### src/rtl/ripple_sync_cmp.sv
// ripple_sync_cmp: binary counter vs. synchronous ripple-counter emulation with a lag-aware equivalence checker (optional fault port via CNT_FAULT_INJECT_EN)
module ripple_sync_cmp #(
  parameter int WIDTH = 4,
  parameter int ERR_W = 8
) (
  input  logic             clk,
  input  logic             rst,
  input  logic             en,
`ifdef CNT_FAULT_INJECT_EN
  input  logic             fault_inj,
`endif
  output logic [WIDTH-1:0] count_a,
  output logic [WIDTH-1:0] count_b,
  output logic             match,
  output logic             mismatch_sticky,
  output logic [ERR_W-1:0] err_cnt,
  output logic             settled
);
  localparam int IW = $clog2(WIDTH);
  localparam logic [IW-1:0] IDLE_MAX = IW'(WIDTH - 1);
  logic [WIDTH-1:0] prev_b, exp_b, b_tog;
  logic [WIDTH-1:0] hist [1:WIDTH-1];
  logic [IW-1:0] idle;
  logic fault;
`ifdef CNT_FAULT_INJECT_EN
  assign fault = fault_inj;
`else
  assign fault = 1'b0;
  // without a fault source the ripple chain must always agree with the lag model
  a_match: assert property (@(posedge clk) disable iff (rst) match);
`endif
  assign exp_b[0] = count_a[0];
  assign b_tog[0] = en ^ fault;
  // stage i toggles one cycle after stage i-1 is seen falling
  for (genvar i = 1; i < WIDTH; i++) begin : g_stage
    assign exp_b[i] = hist[i][i];
    assign b_tog[i] = prev_b[i-1] & ~count_b[i-1];
  end
  assign match = (count_b == exp_b);
  assign settled = (idle == IDLE_MAX);
  always_ff @(posedge clk) begin
    if (rst) begin
      count_a <= '0;
      count_b <= '0;
      prev_b <= '0;
      for (int k = 1; k < WIDTH; k++) hist[k] <= '0;
      mismatch_sticky <= 1'b0;
      err_cnt <= '0;
      idle <= IDLE_MAX;
    end else begin
      count_a <= count_a + WIDTH'(en);
      count_b <= count_b ^ b_tog;
      prev_b <= count_b;
      hist[1] <= count_a;
      for (int k = 2; k < WIDTH; k++) hist[k] <= hist[k-1];
      mismatch_sticky <= mismatch_sticky | ~match;
      err_cnt <= err_cnt + ERR_W'(!match && err_cnt != '1);
      idle <= en ? '0 : idle + IW'(idle != IDLE_MAX);
    end
  end
endmodule

### config.mk
export PLATFORM = sky130hd
export DESIGN_NAME = ripple_sync_cmp
export DESIGN_NICKNAME = d
export VERILOG_FILES = /design/src/rtl/ripple_sync_cmp.sv
export SDC_FILE = /design/constraint.sdc
export NUM_CORES = 1
export LEC_CHECK = 0
export BUFFER_PORTS_ARGS = -buffer_cell sky130_fd_sc_hd__buf_2
export CAP_MARGIN = 20
export CORE_ASPECT_RATIO = 0.7
export CORE_UTILIZATION = 49
export CTS_BUF_LIST = sky130_fd_sc_hd__clkbuf_4
export DETAILED_ROUTE_END_ITERATION = 8
export PLACE_DENSITY = 0.76
export SYNTH_ARGS = -nofsm -noshare
export SYNTH_HDL_FRONTEND = slang
export SYNTH_SLANG_ARGS = --single-unit
### constraint.sdc
create_clock -name clk -period 1.71 [get_ports clk]
set_clock_uncertainty 0.1 [all_clocks]
set_input_delay 0.342 -clock clk [delete_from_list [all_inputs] [get_ports clk]]
set_output_delay 0.342 -clock clk [all_outputs]
set_load 0.01 [all_outputs]
==> results.toml, run 1 <==
[status]
run_status = "finished, violations left"
violations = "design-rule violations, negative setup slack"

[critical_path]
arrival_ns = 1.40
reg2reg_from = "count_b[3]"
worst-r2r-cell-count = 8
critPathKind = "register to primary output"
critical_path.endpoint_type = "primary output"
cp.required_ns = 1.27
worst-path-max-fanout = 2
ff2ff_setup_slack_ns = -0.08
worst_setup_path_start_kind = "register"
crit-reg2reg-capture = "err_cnt[6]"

[synth]
synth_seq_cells = 28
synth-edff-count = 0
synth_commonest_cells = "28 x sky130_fd_sc_hd__dfxtp_1, 17 x sky130_fd_sc_hd__nor2b_1, 12 x sky130_fd_sc_hd__nor2_1, 7 x sky130_fd_sc_hd__xor2_1, 6 x sky130_fd_sc_hd__xnor2_1"
yosysTopAreaCellShare_pct = 53.8
yosys.cell_count.top_type = "sky130_fd_sc_hd__dfxtp_1"
yosysTopAreaCell = "sky130_fd_sc_hd__dfxtp_1"
synth.cell_area_um2 = 1040
synth-seq-area-share_pct = 53.8
post_synth_inst_count = 101
yosysWarnings = 0
syn-num-nets = 108
yosysUniqueCellTypes = 23
synthArstFlopShare_pct = 0
average_cell_area_after_synthesis_um2 = 10.3
synth.top_cells.by_area = "sky130_fd_sc_hd__dfxtp_1 54%, sky130_fd_sc_hd__nor2b_1 10%, sky130_fd_sc_hd__xor2_1 5.9%, sky130_fd_sc_hd__xnor2_1 5.0%, sky130_fd_sc_hd__ha_1 4.8%"
synthFlopType = "sky130_fd_sc_hd__dfxtp_1"

[power_and_ir_drop]
max-vdd-ir-drop_v = 0.000573
clock_power_share_pct = 30.8
switching_share_pct = 24.1
p_seq_share_pct = 51.1
combinational_share_of_power_pct = 18.1
p_sw_uw = 339
power.internal_uw = 1070
leakagePower_uw = 0.000606
power.density_cell_area_nw_per_um2 = 1040

[route]
wirelength_routed_um = 1870
drt_iter0_drc = 33
via_per_inst = 4.79
first_pass_iters = 6
wire_per_inst_um = 12.1
route.antenna.remaining_nets = 0
drt_drc_violations_left = 4
detailroute.via_count = 743

[placement]
numPlacedInstances = 149
globalplace.congestion = 0.729
dpl-instance-area_um2 = 1250
hpwlAfterDp_um = 1320
port_buffers = 21

[cts]
clock_sink_count = 28
path_clk_slew_ns = 0.15
cts_root_buffer = "sky130_fd_sc_hd__clkbuf_4"
hold_buffers = 0
cts_inserted_buffers = 3
cts_htree_levels = 1
cts_tree = "yes"
insertion_delay_ns = 0.34
clock_path_buffers = 2

[layout]
final_area_um2 = 1350
final_net_count = 141
share_of_cells_above_drive_strength_1_pct = 39.1
n_antenna_cell = 0
final.fill_count = 161
final_cells = 155
post-route-util_pct = 69.7
synthToLayoutAreaGrowth_pct = 29.4

[die]
die_height_um = 40.6
placement_rows = 13
initial_standard_cell_utilization_of_the_core_pct = 53.8
floorplan.die_area_um2 = 2320
floorplan.core_area_um2 = 1940
io_pins = 22
chipWidth_um = 57.1

[sta]
tightest_slew_ns = 0.475
grt_setup_unrepaired = "true"
hold_viol_final = 0
setup_slack_ns = -0.137
timing.final.max_slew_violations = 0
fmaxAchievable_mhz = 541
worst_slew_margin_rel_pct = 68.4
setup-violations-final = 4
min_period_ns = 1.85
timing.final.crit_share_pct = 108

[grt]
grt_first_pass_wirelength_um = 2900
grt-ovfl-total = 0
grt_util_all_layers_pct = 18.8
grt_pass1_vias = 678
pin_count_of_the_biggest_net_entering_global_routing = 29
initial_antenna_violation_count = 0

[min_path]
timing.hold.worst_endpoint = "idle[0]"
hold-path-cell-count = 2
hold_path.startpoint = "en"
hp-class = "input port to register"

[run]
max_cap_viol_count = 0
registers in the layout, indices dropped and copies added, names as in the netlist:
register / cells
err_cnt: 8
mismatch_sticky: 1
idle: 2
count_b: 4
prev_b: 3
count_a: 4
hist: 6
worst max-delay path by stage:
stage / endpoint / slack (ns) / cells after the start / start
after CTS: match / -0.15 / 4 / count_b[1]
after detailed placement: err_cnt[6] / -0.07 / 8 / count_b[2]
after global placement: err_cnt[6] / -0.02 / 8 / count_b[2]
after floorplan: err_cnt[4] / -0.15 / 8 / count_b[2]
after global routing: match / -0.23 / 4 / count_a[0]
final: match / -0.14 / 4 / count_b[1]
cells by family (layout without fill, tap and decap cells):
| group | Yosys count | count (layout) | share of synthesized area [%] |
|---|---|---|---|
| simple gates | 42 | 42 | 23.0 |
| flops | 28 | 28 | 53.8 |
| xor+xnor | 13 | 13 | 10.9 |
| compound gates | 9 | 9 | 5.16 |
| buf+inv | 5 | 37 | 2.28 |
| fa+ha+maj | 4 | 4 | 4.80 |
placed cells by master (no fill, tap or decap), types with 2 or more instances in the layout:
cell / count
sky130_fd_sc_hd__dfxtp_1: 22
sky130_fd_sc_hd__xor2_2: 2
sky130_fd_sc_hd__a21oi_1: 3
sky130_fd_sc_hd__dfxtp_2: 5
sky130_fd_sc_hd__o21bai_1: 2
sky130_fd_sc_hd__buf_2: 20
sky130_fd_sc_hd__or3_1: 3
sky130_fd_sc_hd__nand2_1: 2
sky130_fd_sc_hd__nand3_2: 2
sky130_fd_sc_hd__nor2_1: 12
sky130_fd_sc_hd__ha_1: 2
sky130_fd_sc_hd__clkbuf_4: 3
sky130_fd_sc_hd__nor2b_1: 17
sky130_fd_sc_hd__xnor2_1: 5
sky130_fd_sc_hd__buf_4: 11
sky130_fd_sc_hd__xor2_1: 5
sky130_fd_sc_hd__o21ai_0: 3
sky130_fd_sc_hd__nand3_1: 2
stage by stage:
step                      hold WS [ns]  power [µW]  setup TNS (ns)  setup WS [ns]
final                            0.129        1400          -0.271         -0.137
after global routing             0.113        1470          -0.908         -0.232
after CTS                        0.115        1420          -0.285         -0.152
after detailed placement         0.326         958          -0.150        -0.0745
after global placement           0.320         949         -0.0335        -0.0198
after floorplan                  0.314         860          -0.437         -0.151
routing by layer:
| metal | vias to the layer above | part of all wire [%] | GRT usage, % |
|---|---|---|---|
| li1 | 389 | - | - |
| met1 | 329 | 44 | 20.4 |
| met2 | 19 | 46 | 30.6 |
| met3 | 6 | 6.0 | 6.77 |
| met4 | 0 | 4.1 | 17.1 |
| met5 | - | 0 | 0 |
final cells by class:
class	count	area, µm²	share of cell area [%]
clock buffer	3	22.5	1.67
timing repair buffer	32	194	14.4
inverter	1	3.75	0.278
multi-input combinational	68	500	37.1
sequential	28	571	42.3
clock inverter	1	30.0	2.23
tap	22	27.5	2.04
critical path: stages, from the launching register on:
cell and delay (ns):
sky130_fd_sc_hd__dfxtp_2 0.35, sky130_fd_sc_hd__xor2_1 0.14, sky130_fd_sc_hd__nor4_2 0.30, sky130_fd_sc_hd__buf_4 0.17, sky130_fd_sc_hd__buf_6 0.10
power groups by stage:
stage / clock network (µW) / logic [µW] / registers [µW]
3_5_place_dp: 0 / 226 / 732
5_1_grt: 469 / 278 / 723
3_3_place_gp: 0 / 220 / 728
2_1_floorplan: 0 / 105 / 754
4_1_cts: 448 / 251 / 718
6_report: 433 / 254 / 717
repair_timing:
action / in CTS / in global routing
resized for setup: 4 / 2
endpoints found under the setup margin: 6 / 7
pin swaps: 3 / 2
setup buffers: 2 / 0
(Power assumes the default switching activity.)
==> inputs of run 2 (changes only) <==
--- a/config.mk
+++ b/config.mk
@@ -12,6 +12,7 @@
 export CTS_BUF_LIST = sky130_fd_sc_hd__clkbuf_4
 export DETAILED_ROUTE_END_ITERATION = 8
 export PLACE_DENSITY = 0.76
+export RECOVER_POWER = 50
 export SYNTH_ARGS = -nofsm -noshare
 export SYNTH_HDL_FRONTEND = slang
 export SYNTH_SLANG_ARGS = --single-unit
==> results.toml, run 2 (synthesis gave the netlist of run 1 again) <==
[power_and_ir_drop]
clock_power_share_pct = 30.9
post-layout-total-power_uw = 1400
p_sw_uw = 339
switching_share_pct = 24.2
combinational_share_of_power_pct = 18.0
power.internal_uw = 1060
p_seq_share_pct = 51.1
leakagePower_uw = 0.000599
max-vdd-ir-drop_v = 0.000573
power.density_cell_area_nw_per_um2 = 1040

[layout]
n_antenna_cell = 0
layout_commonest_cell = "sky130_fd_sc_hd__dfxtp_1"
largest_register_ff_count = 8
final_cell_mix = "22 x sky130_fd_sc_hd__dfxtp_1, 18 x sky130_fd_sc_hd__buf_2, 17 x sky130_fd_sc_hd__nor2b_1, 12 x sky130_fd_sc_hd__nor2_1, 11 x sky130_fd_sc_hd__buf_4"
multi_input_area_um2 = 500
ff_latch_area_um2 = 571
share_of_cells_above_drive_strength_1_pct = 37.6
final.fill_count = 162
final_net_count = 141
largest_registers_in_the_final_layout = "err_cnt x8, hist x6"
final_cells = 155
synthToLayoutAreaGrowth_pct = 29.2
max_flop_register = "err_cnt"

[route]
first_pass_iters = 6
wire_per_inst_um = 12.1
route.antenna.remaining_nets = 0
drt_drc_violations_left = 4
detailroute.via_count = 743
wirelength_routed_um = 1870
drt_iter0_drc = 33
via_per_inst = 4.79

[critical_path]
critical_path.endpoint_type = "primary output"
critPathKind = "register to primary output"
cp.required_ns = 1.27
arrival_ns = 1.41
worst_setup_path_start_kind = "register"
worst-path-max-fanout = 2

[cts]
cts_inserted_buffers = 3
cts_tree = "yes"
hold_buffers = 0
clock_sink_count = 28
path_clk_slew_ns = 0.15
cts_htree_levels = 1
clock_path_buffers = 2
cts_root_buffer = "sky130_fd_sc_hd__clkbuf_4"
insertion_delay_ns = 0.34

[grt]
grt_pass1_vias = 678
grt_first_pass_wirelength_um = 2900
grt-ovfl-total = 0
grt_util_all_layers_pct = 18.8
met3_usage_pct = 6.77
initial_antenna_violation_count = 0
pin_count_of_the_biggest_net_entering_global_routing = 29
met1_usage_pct = 20.4
met2_track_demand_over_resource_pct = 30.6
gr-max-usage-layer = "met2"

[sta]
timing.final.max_slew_violations = 0
setup-tns-final_ns = -0.325
timing.final.crit_share_pct = 108
setup-violations-final = 5
min_period_ns = 1.85
whs_ns = 0.129
setup_slack_ns = -0.137
grt_setup_unrepaired = "true"
hold_viol_final = 0
worst_slew_margin_rel_pct = 24.5
tightest_slew_ns = 1.13
fmaxAchievable_mhz = 541

[die]
placement_rows = 13
initial_standard_cell_utilization_of_the_core_pct = 53.8
chipWidth_um = 57.1
floorplan.die_area_um2 = 2320
die_height_um = 40.6
floorplan.core_area_um2 = 1940
io_pins = 22

[placement]
port_buffers = 21
hpwlAfterDp_um = 1320
globalplace.congestion = 0.729
numPlacedInstances = 149

[status]
run_status = "finished, violations left"
violations = "design-rule violations, negative setup slack"

[run]
max_cap_viol_count = 0

[min_path]
hp-class = "input port to register"
run 2: final cells by class:
class | count | area share (%)
Sequential cell | 28 | 42.4
Multi-Input combinational cell | 68 | 37.2
Timing Repair Buffer | 32 | 14.2
Clock inverter | 1 | 2.23
Tap cell | 22 | 2.04
Clock buffer | 3 | 1.67
Inverter | 1 | 0.279
run 2: power by group through the flow:
stage	logic [µW]	clock network [µW]	registers (µW)
3_3_place_gp	220	0	728
4_1_cts	251	448	718
2_1_floorplan	105	0	754
6_report	253	433	718
5_1_grt	277	469	723
3_5_place_dp	226	0	732
run 2: layer usage:
| metal | vias to the layer above | part of all wire (%) | wire length, µm |
|---|---|---|---|
| li1 | 389 | - | - |
| met1 | 329 | 44 | 823 |
| met2 | 19 | 46 | 858 |
| met3 | 6 | 6.0 | 112 |
| met4 | 0 | 4.1 | 77 |
| met5 | - | 0 | 0 |
run 2: final timing paths:
kind / from / slack [ns] / to / depth (start not counted)
max: count_b[1] / -0.14 / match / 4
min: en / 0.13 / idle[0] / 2
max reg2reg: count_b[3] / -0.09 / err_cnt[6] / 8
min reg2reg: hist[0][6] / 0.35 / hist[0][10] / 1
run 2: repair_timing:
item / in CTS / in global routing
setup endpoints to repair: 6 / 7
buffers inserted: 2 / 0
pin swaps: 3 / 2
gates resized for setup: 4 / 2
run 2: metrics by stage:
step           cell area, µm²  setup slack [ns]  util, %
2_1_floorplan            1070            -0.151        -
3_3_place_gp             1250           -0.0198     64.6
3_5_place_dp             1250           -0.0745     64.6
4_1_cts                  1340            -0.152     69.2
5_1_grt                  1350            -0.232     69.6
6_report                 1350            -0.137     69.6
run 2: worst max-delay path, stage by stage (launching register included):
cell and delay, ns:
sky130_fd_sc_hd__dfxtp_2 0.35, sky130_fd_sc_hd__xor2_1 0.14, sky130_fd_sc_hd__nor4_2 0.30, sky130_fd_sc_hd__buf_4 0.17, sky130_fd_sc_hd__buf_6 0.10
